$ cat src/rtl/simmem_pkg.sv
// Shared types, limits and helpers for the simulated-memory write path.
package simmem_pkg;

  localparam int unsigned IdWidth         = 4;
  localparam int unsigned AddrWidth       = 32;
  localparam int unsigned DataWidth       = 32;
  localparam int unsigned StrbWidth       = DataWidth / 8;
  localparam int unsigned BurstLenFieldW  = 8;
  localparam int unsigned BurstSizeFieldW = 3;
  localparam int unsigned BurstTypeFieldW = 2;
  localparam int unsigned XRespWidth      = 2;

  // Largest legal encodings: 4-byte beats, 8-beat bursts.
  localparam int unsigned MaxBurstSizeField = 2;
  localparam int unsigned MaxBurstLenField  = 7;
  localparam int unsigned XBurstEffLenW     = 4;

  localparam int unsigned AddrFifoDepthDefault = 4;

  typedef enum logic [BurstTypeFieldW-1:0] {
    BURST_FIXED    = 2'd0,
    BURST_INCR     = 2'd1,
    BURST_WRAP     = 2'd2,
    BURST_RESERVED = 2'd3
  } burst_type_e;

  typedef enum logic [XRespWidth-1:0] {
    XRESP_OKAY   = 2'd0,
    XRESP_EXOKAY = 2'd1,
    XRESP_SLVERR = 2'd2,
    XRESP_DECERR = 2'd3
  } xresp_e;

  typedef struct packed {
    logic [IdWidth-1:0]         id;
    logic [AddrWidth-1:0]       addr;
    logic [BurstLenFieldW-1:0]  burst_len;
    logic [BurstSizeFieldW-1:0] burst_size;
    burst_type_e                burst_type;
  } waddr_t;

  typedef struct packed {
    logic [DataWidth-1:0] data;
    logic [StrbWidth-1:0] strb;
    logic                 last;
  } wdata_t;

  typedef struct packed {
    logic [IdWidth-1:0]    id;
    logic [XRespWidth-1:0] payload;
  } wrsp_t;

  typedef struct packed {
    logic [IdWidth-1:0]       id;
    logic [XBurstEffLenW-1:0] eff_len;
    logic                     err;
  } waddr_entry_t;

  // Oversized lengths collapse to 0; such addresses are flagged and never end on length.
  function automatic logic [XBurstEffLenW-1:0] get_effective_burst_len(
    input logic [BurstLenFieldW-1:0] burst_len
  );
    if (burst_len > BurstLenFieldW'(MaxBurstLenField)) begin
      return '0;
    end
    return XBurstEffLenW'(burst_len) + XBurstEffLenW'(1);
  endfunction

  function automatic logic addr_has_error(input waddr_t a);
    return (a.burst_size > BurstSizeFieldW'(MaxBurstSizeField)) ||
           (a.burst_len > BurstLenFieldW'(MaxBurstLenField)) ||
           (a.burst_type == BURST_RESERVED) ||
           (a.burst_type == BURST_FIXED);
  endfunction

endpackage

$ cat src/rtl/simmem_waddr_fifo.sv
// Synchronous FIFO holding decoded write-address entries until their data burst completes.
module simmem_waddr_fifo
  import simmem_pkg::*;
#(
  parameter int unsigned Depth = AddrFifoDepthDefault
) (
  input  logic         clk_i,
  input  logic         rst_i,
  input  logic         push_i,
  input  waddr_entry_t data_i,
  input  logic         pop_i,
  output waddr_entry_t data_o,
  output logic         full_o,
  output logic         empty_o,
  output logic         single_o
);

  localparam int unsigned PtrW = (Depth > 1) ? $clog2(Depth) : 1;
  localparam int unsigned CntW = $clog2(Depth + 1);

  waddr_entry_t    mem_q [Depth];
  logic [PtrW-1:0] wr_ptr_q, wr_ptr_d;
  logic [PtrW-1:0] rd_ptr_q, rd_ptr_d;
  logic [CntW-1:0] cnt_q, cnt_d;
  logic            do_push, do_pop;

  function automatic logic [PtrW-1:0] ptr_inc(input logic [PtrW-1:0] p);
    return (p == PtrW'(Depth - 1)) ? '0 : p + PtrW'(1);
  endfunction

  assign full_o   = (cnt_q == CntW'(Depth));
  assign empty_o  = (cnt_q == '0);
  assign single_o = (cnt_q == CntW'(1));
  // Push is gated on the registered full flag only, so a same-cycle pop never frees a slot.
  assign do_push  = push_i & ~full_o;
  assign do_pop   = pop_i & ~empty_o;
  assign data_o   = mem_q[rd_ptr_q];

  always_comb begin
    wr_ptr_d = wr_ptr_q;
    rd_ptr_d = rd_ptr_q;
    cnt_d    = cnt_q;
    if (do_push) begin
      wr_ptr_d = ptr_inc(wr_ptr_q);
    end
    if (do_pop) begin
      rd_ptr_d = ptr_inc(rd_ptr_q);
    end
    if (do_push && !do_pop) begin
      cnt_d = cnt_q + CntW'(1);
    end else if (do_pop && !do_push) begin
      cnt_d = cnt_q - CntW'(1);
    end
  end

  always_ff @(posedge clk_i) begin
    if (rst_i) begin
      wr_ptr_q <= '0;
      rd_ptr_q <= '0;
      cnt_q    <= '0;
    end else begin
      wr_ptr_q <= wr_ptr_d;
      rd_ptr_q <= rd_ptr_d;
      cnt_q    <= cnt_d;
    end
  end

  always_ff @(posedge clk_i) begin
    if (do_push) begin
      mem_q[wr_ptr_q] <= data_i;
    end
  end

endmodule

$ cat src/rtl/simmem_write_responder.sv
// Pairs queued write addresses with their data bursts and returns one write response per
// burst, in address-acceptance order. Data and strobes are consumed and discarded.
module simmem_write_responder
  import simmem_pkg::*;
#(
  parameter int unsigned AddrFifoDepth = AddrFifoDepthDefault
) (
  input  logic   clk_i,
  input  logic   rst_i,
  input  waddr_t waddr_i,
  input  logic   waddr_in_valid_i,
  output logic   waddr_in_ready_o,
  input  wdata_t wdata_i,
  input  logic   wdata_in_valid_i,
  output logic   wdata_in_ready_o,
  output wrsp_t  wrsp_o,
  output logic   wrsp_out_valid_o,
  input  logic   wrsp_out_ready_i
);

  localparam logic [1:0] S_IDLE  = 2'd0;
  localparam logic [1:0] S_BEATS = 2'd1;
  localparam logic [1:0] S_RSP   = 2'd2;

  logic [1:0]               state_q, state_d;
  logic [XBurstEffLenW-1:0] beat_cnt_q, beat_cnt_d, beat_cnt_inc;
  wrsp_t                    rsp_q, rsp_d;
  logic                     rsp_valid_q, rsp_valid_d;
  wrsp_t                    pend_q, pend_d;

  waddr_entry_t fifo_wdata, fifo_head;
  logic         fifo_full, fifo_empty, fifo_single, fifo_pop;
  logic         wdata_hs, rsp_hs, len_hit, burst_end, rsp_slot_free;
  wrsp_t        end_rsp;
  logic         unused_bits;

  assign fifo_wdata.id      = waddr_i.id;
  assign fifo_wdata.eff_len = get_effective_burst_len(waddr_i.burst_len);
  assign fifo_wdata.err     = addr_has_error(waddr_i);

  simmem_waddr_fifo #(
    .Depth(AddrFifoDepth)
  ) u_waddr_fifo (
    .clk_i   (clk_i),
    .rst_i   (rst_i),
    .push_i  (waddr_in_valid_i),
    .data_i  (fifo_wdata),
    .pop_i   (fifo_pop),
    .data_o  (fifo_head),
    .full_o  (fifo_full),
    .empty_o (fifo_empty),
    .single_o(fifo_single)
  );

  assign waddr_in_ready_o = ~fifo_full;
  assign wdata_in_ready_o = (state_q == S_BEATS);
  assign wrsp_o           = rsp_q;
  assign wrsp_out_valid_o = rsp_valid_q;

  assign wdata_hs      = wdata_in_valid_i & wdata_in_ready_o;
  assign rsp_hs        = rsp_valid_q & wrsp_out_ready_i;
  assign rsp_slot_free = ~rsp_valid_q | rsp_hs;
  assign beat_cnt_inc  = beat_cnt_q + XBurstEffLenW'(1);

  // Flagged addresses ignore their length field and only finish on an explicit last.
  assign len_hit   = ~fifo_head.err & (beat_cnt_inc == fifo_head.eff_len);
  assign burst_end = wdata_hs & (wdata_i.last | len_hit);
  assign fifo_pop  = burst_end;

  assign end_rsp.id      = fifo_head.id;
  assign end_rsp.payload = (wdata_i.last && len_hit) ? XRESP_OKAY : XRESP_SLVERR;

  assign unused_bits = ^{waddr_i.addr, wdata_i.data, wdata_i.strb};

  always_comb begin
    state_d     = state_q;
    beat_cnt_d  = beat_cnt_q;
    rsp_d       = rsp_q;
    rsp_valid_d = rsp_valid_q;
    pend_d      = pend_q;

    if (rsp_hs) begin
      rsp_valid_d = 1'b0;
    end

    unique case (state_q)
      S_IDLE: begin
        if (!fifo_empty) begin
          state_d = S_BEATS;
        end
      end

      S_BEATS: begin
        if (burst_end) begin
          beat_cnt_d = '0;
          if (rsp_slot_free) begin
            rsp_d       = end_rsp;
            rsp_valid_d = 1'b1;
            state_d     = fifo_single ? S_IDLE : S_BEATS;
          end else begin
            // Response register still occupied: park the result and stop taking beats.
            pend_d  = end_rsp;
            state_d = S_RSP;
          end
        end else if (wdata_hs) begin
          beat_cnt_d = beat_cnt_inc;
        end
      end

      S_RSP: begin
        if (rsp_hs) begin
          rsp_d       = pend_q;
          rsp_valid_d = 1'b1;
          state_d     = fifo_empty ? S_IDLE : S_BEATS;
        end
      end

      default: begin
        state_d = S_IDLE;
      end
    endcase
  end

  always_ff @(posedge clk_i) begin
    if (rst_i) begin
      state_q     <= S_IDLE;
      beat_cnt_q  <= '0;
      rsp_q       <= '0;
      rsp_valid_q <= 1'b0;
      pend_q      <= '0;
    end else begin
      state_q     <= state_d;
      beat_cnt_q  <= beat_cnt_d;
      rsp_q       <= rsp_d;
      rsp_valid_q <= rsp_valid_d;
      pend_q      <= pend_d;
    end
  end

endmodule

$ cat config.mk
export PLATFORM = sky130hd
export DESIGN_NAME = simmem_write_responder
export DESIGN_NICKNAME = d
export VERILOG_FILES = /design/src/rtl/simmem_pkg.sv /design/src/rtl/simmem_waddr_fifo.sv /design/src/rtl/simmem_write_responder.sv
export SDC_FILE = /design/constraint.sdc
export NUM_CORES = 1
export LEC_CHECK = 0
export ABC_AREA = 1
export CAP_MARGIN = 10
export CORE_MARGIN = 2
export CORE_UTILIZATION = 33
export CTS_CLUSTER_DIAMETER = 100
export DETAILED_ROUTE_END_ITERATION = 12
export HOLD_SLACK_MARGIN = 0.02
export PLACE_DENSITY_LB_ADDON = 0.05
export SYNTH_ARGS = -nofsm -noshare
export SYNTH_HDL_FRONTEND = slang
export SYNTH_SLANG_ARGS = --single-unit
$ cat constraint.sdc
create_clock -name clk_i -period 4 [get_ports clk_i]
set_input_delay 0.6 -clock clk_i [delete_from_list [all_inputs] [get_ports clk_i]]
set_output_delay 0.6 -clock clk_i [all_outputs]
set_load 0.01 [all_outputs]
==> flow_summary.ini <==
[status]
status = complete, no violations

[sta]
hold_viol_final = 0
fin_ws_ns = 1.39
hold_ws_ns = 0.476
maxSlewViolCount = 0
post-route-period-util_pct = 65.3
worst_pin_slew_ns = 0.943
setup_viol = 0
min_period_ns = 2.61
finClkSkew_ns = 0.0102
relSlewSlack_pct = 36.9
fmax_ghz = 0.383
rsz0062_at_grt = false
tns_ns = 0

[synthesis]
synth-seq-cells = 62
synth.most_common_cell = nand2_1
yosys-top-cells-count = nand2_1 (84), inv_1 (38), edfxtp_1 (36)
yosysSeqAreaShare_pct = 53.4
synth_top_area_cell = edfxtp_1
yosys-top-cells-area = edfxtp_1 (36%), dfxtp_1 (17%), nand2_1 (11%), ha_1 (6.7%), inv_1 (4.8%)
syn_avg_cell_area_um2 = 8.97
synth_top_area_share_pct = 36.1
synth_edf_count = 36
synth_cells = 334
synthesis.area_mm2 = 0.00300
synth_fp_nets = 441
synthDistinctLibCells = 29
yosysWarnings = 0
synth_top_flop_cell = edfxtp_1
async_flop_share_pct = 0

[pwr]
power.total_mw = 1.74
combPwrFrac_pct = 24.5
p_per_area_mw_per_mm2 = 489
pwr-share-seq_pct = 44.7
intPower_mw = 1.23
p_clk_share_pct = 30.7
swShare_pct = 29.5
p_sw_mw = 0.512
ir_drop_mv = 0.225
leakage_nw = 1.46

[clock_tree]
cts_tree = built
ctsLongestPathBuffers = 2
cts_resized = 0
numCtsBuffers = 9
root_buffer = clkbuf_8
clock_sinks = 62
cts_hold_buf = 0
h-tree-depth = 3
clock_latency_ns = 0.33
clk_pin_slew_ns = 0.07
postCtsSetupRepairBufs = 0

[final_layout]
syn2layout_area_growth_pct = 18.6
stdcell_count = 480
diodes = 0
nNetsFinal = 474
drive_gt1_share_pct = 6.99
ff_latch_area_mm2 = 0.00160
final_util_pct = 40.5
multi_input_area_mm2 = 0.00116
finalInstanceArea_mm2 = 0.00355
fillers = 898

[setup_path]
end_kind = flip-flop
path_max_fanout = 20
critPathTopFamily = simple AND/OR/NAND/NOR gates
worst-path-buf-inv = 3
cp-start-kind = flip-flop
critPathMaxStageDelay_ns = 0.36
worstPathCellList = buf_4, inv_2, nand2_1, nand3_1, nand2_1, nand2_1, nand2_1, nor2_1, nand3_1, nand2_2, nand2_4, inv_1, nand2_2, ha_1, nor2_1, o21ai_0, o21ai_0, a21oi_1
worstPathArrival_ns = 2.82
crit_top_cell = nand2_1
slowest_stage = ha_1
crit_type = flip-flop to flip-flop
cp_data_required_time_ns = 4.21
r2r_slack_ns = 1.39

[global_route]
grtUsageTotal_pct = 13.1
grt_max_degree = 21
grt_pass1_wl_mm = 9.96
grt_pass1_vias = 1958
overflow = 0
antenna_found_initial = 0

[placement]
place_worst_setup_slack_ns = 1.36
dp_cells = 464
placed_area_mm2 = 0.00336
gp_congestion = 0.712
place_hpwl_mm = 4.23
port_buffers = 30

[floorplan]
core_area_mm2 = 0.00876
num_rows = 34
io_pins = 100
die_x_um = 99.3
start_util_pct = 34.2
die_area_mm2 = 0.00986
die_h_um = 99.3

[detailed_routing]
drt_iter0_markers = 112
ant_nets = 0
drc = 0
wl_per_cell_um = 12.4
viasPerCell = 4.46
routed-via-count = 2141
dr.pass1.iters = 4
wirelength_mm = 5.95

[run]
drv_cap = 0

[worst_hold_path]
hold_path_class = flip-flop to flip-flop
-- state kept, by name (all words and copies together), names as in the netlist, named ones only --
signal,cells
beat_cnt_q,4
pend_q,5
state_q,2
u_waddr_fifo.cnt_q,3
u_waddr_fifo.mem_q,36
u_waddr_fifo.rd_ptr_q,2
u_waddr_fifo.wr_ptr_q,2
wrsp_o,5
wrsp_out_valid_o,1
-- power groups by stage --
stage | Clock [mW] | Combinational (mW) | Sequential, mW
after floorplan | 0 | 0.278 | 0.799
after global placement | 0 | 0.431 | 0.793
after detailed placement | 0 | 0.432 | 0.793
after CTS | 0.559 | 0.435 | 0.779
after global routing | 0.588 | 0.493 | 0.787
final | 0.534 | 0.427 | 0.778
-- final cells by class --
type,instances,share of cell area (%)
Clock buffer,12,4.08
Clock inverter,4,1.34
Inverter,41,4.33
Sequential cell,62,45.1
Timing Repair Buffer,31,8.66
Tap cell,108,3.80
Multi-Input combinational cell,222,32.7
-- tightest hold or removal path, delay by kind of cell (launching register included) --
kind	cells	cell delay, ns
flops	1	0.31
compound gates	2	0.13
-- path summary, 6_finish.rpt --
| path | startpoint | endpoint | cells past startpoint |
|---|---|---|---|
| setup / recovery | flip-flop | u_waddr_fifo.cnt_q[2] | 18 |
| hold / removal | pend_q[1] | pend_q[1] | 2 |
| hold reg to reg | pend_q[1] | pend_q[1] | 2 |
| setup reg to reg | flip-flop | u_waddr_fifo.cnt_q[2] | 18 |
-- kinds of logic after synthesis --
logic type | synth area share (%)
compound gates | 9.10
xor+xnor | 1.17
fa+ha+maj | 6.68
buf+inv | 7.77
flops | 53.4
mux | 0.376
other cells | 0.125
simple gates | 21.3
-- placed cells by master (no fill, tap or decap), types with 2 or more instances in the layout --
master           Yosys  final
a21oi_1             24     24
clkbuf_1             2      2
clkbuf_8             0     10
clkdlybuf4s50_1      0     30
clkinv_2             0      2
dfxtp_1             26     26
edfxtp_1            36     36
ha_1                16     16
inv_1               38     38
inv_2                3      3
nand2_1             84     84
nand2_2              2      2
nand2_4              2      2
nand3_1             20     20
nand4_1              3      3
nor2_1              34     34
o21ai_0             20     20
o22ai_1              3      3
xnor2_1              3      3
-- metal layers --
metal / routed length [um] / GRT usage [%]
met2: 2650 / 20.3
met3: 241 / 4.36
met5: 0 / 0
met4: 68 / 3.48
met1: 3000 / 17.7
Power figures use the tool's default switching activity.
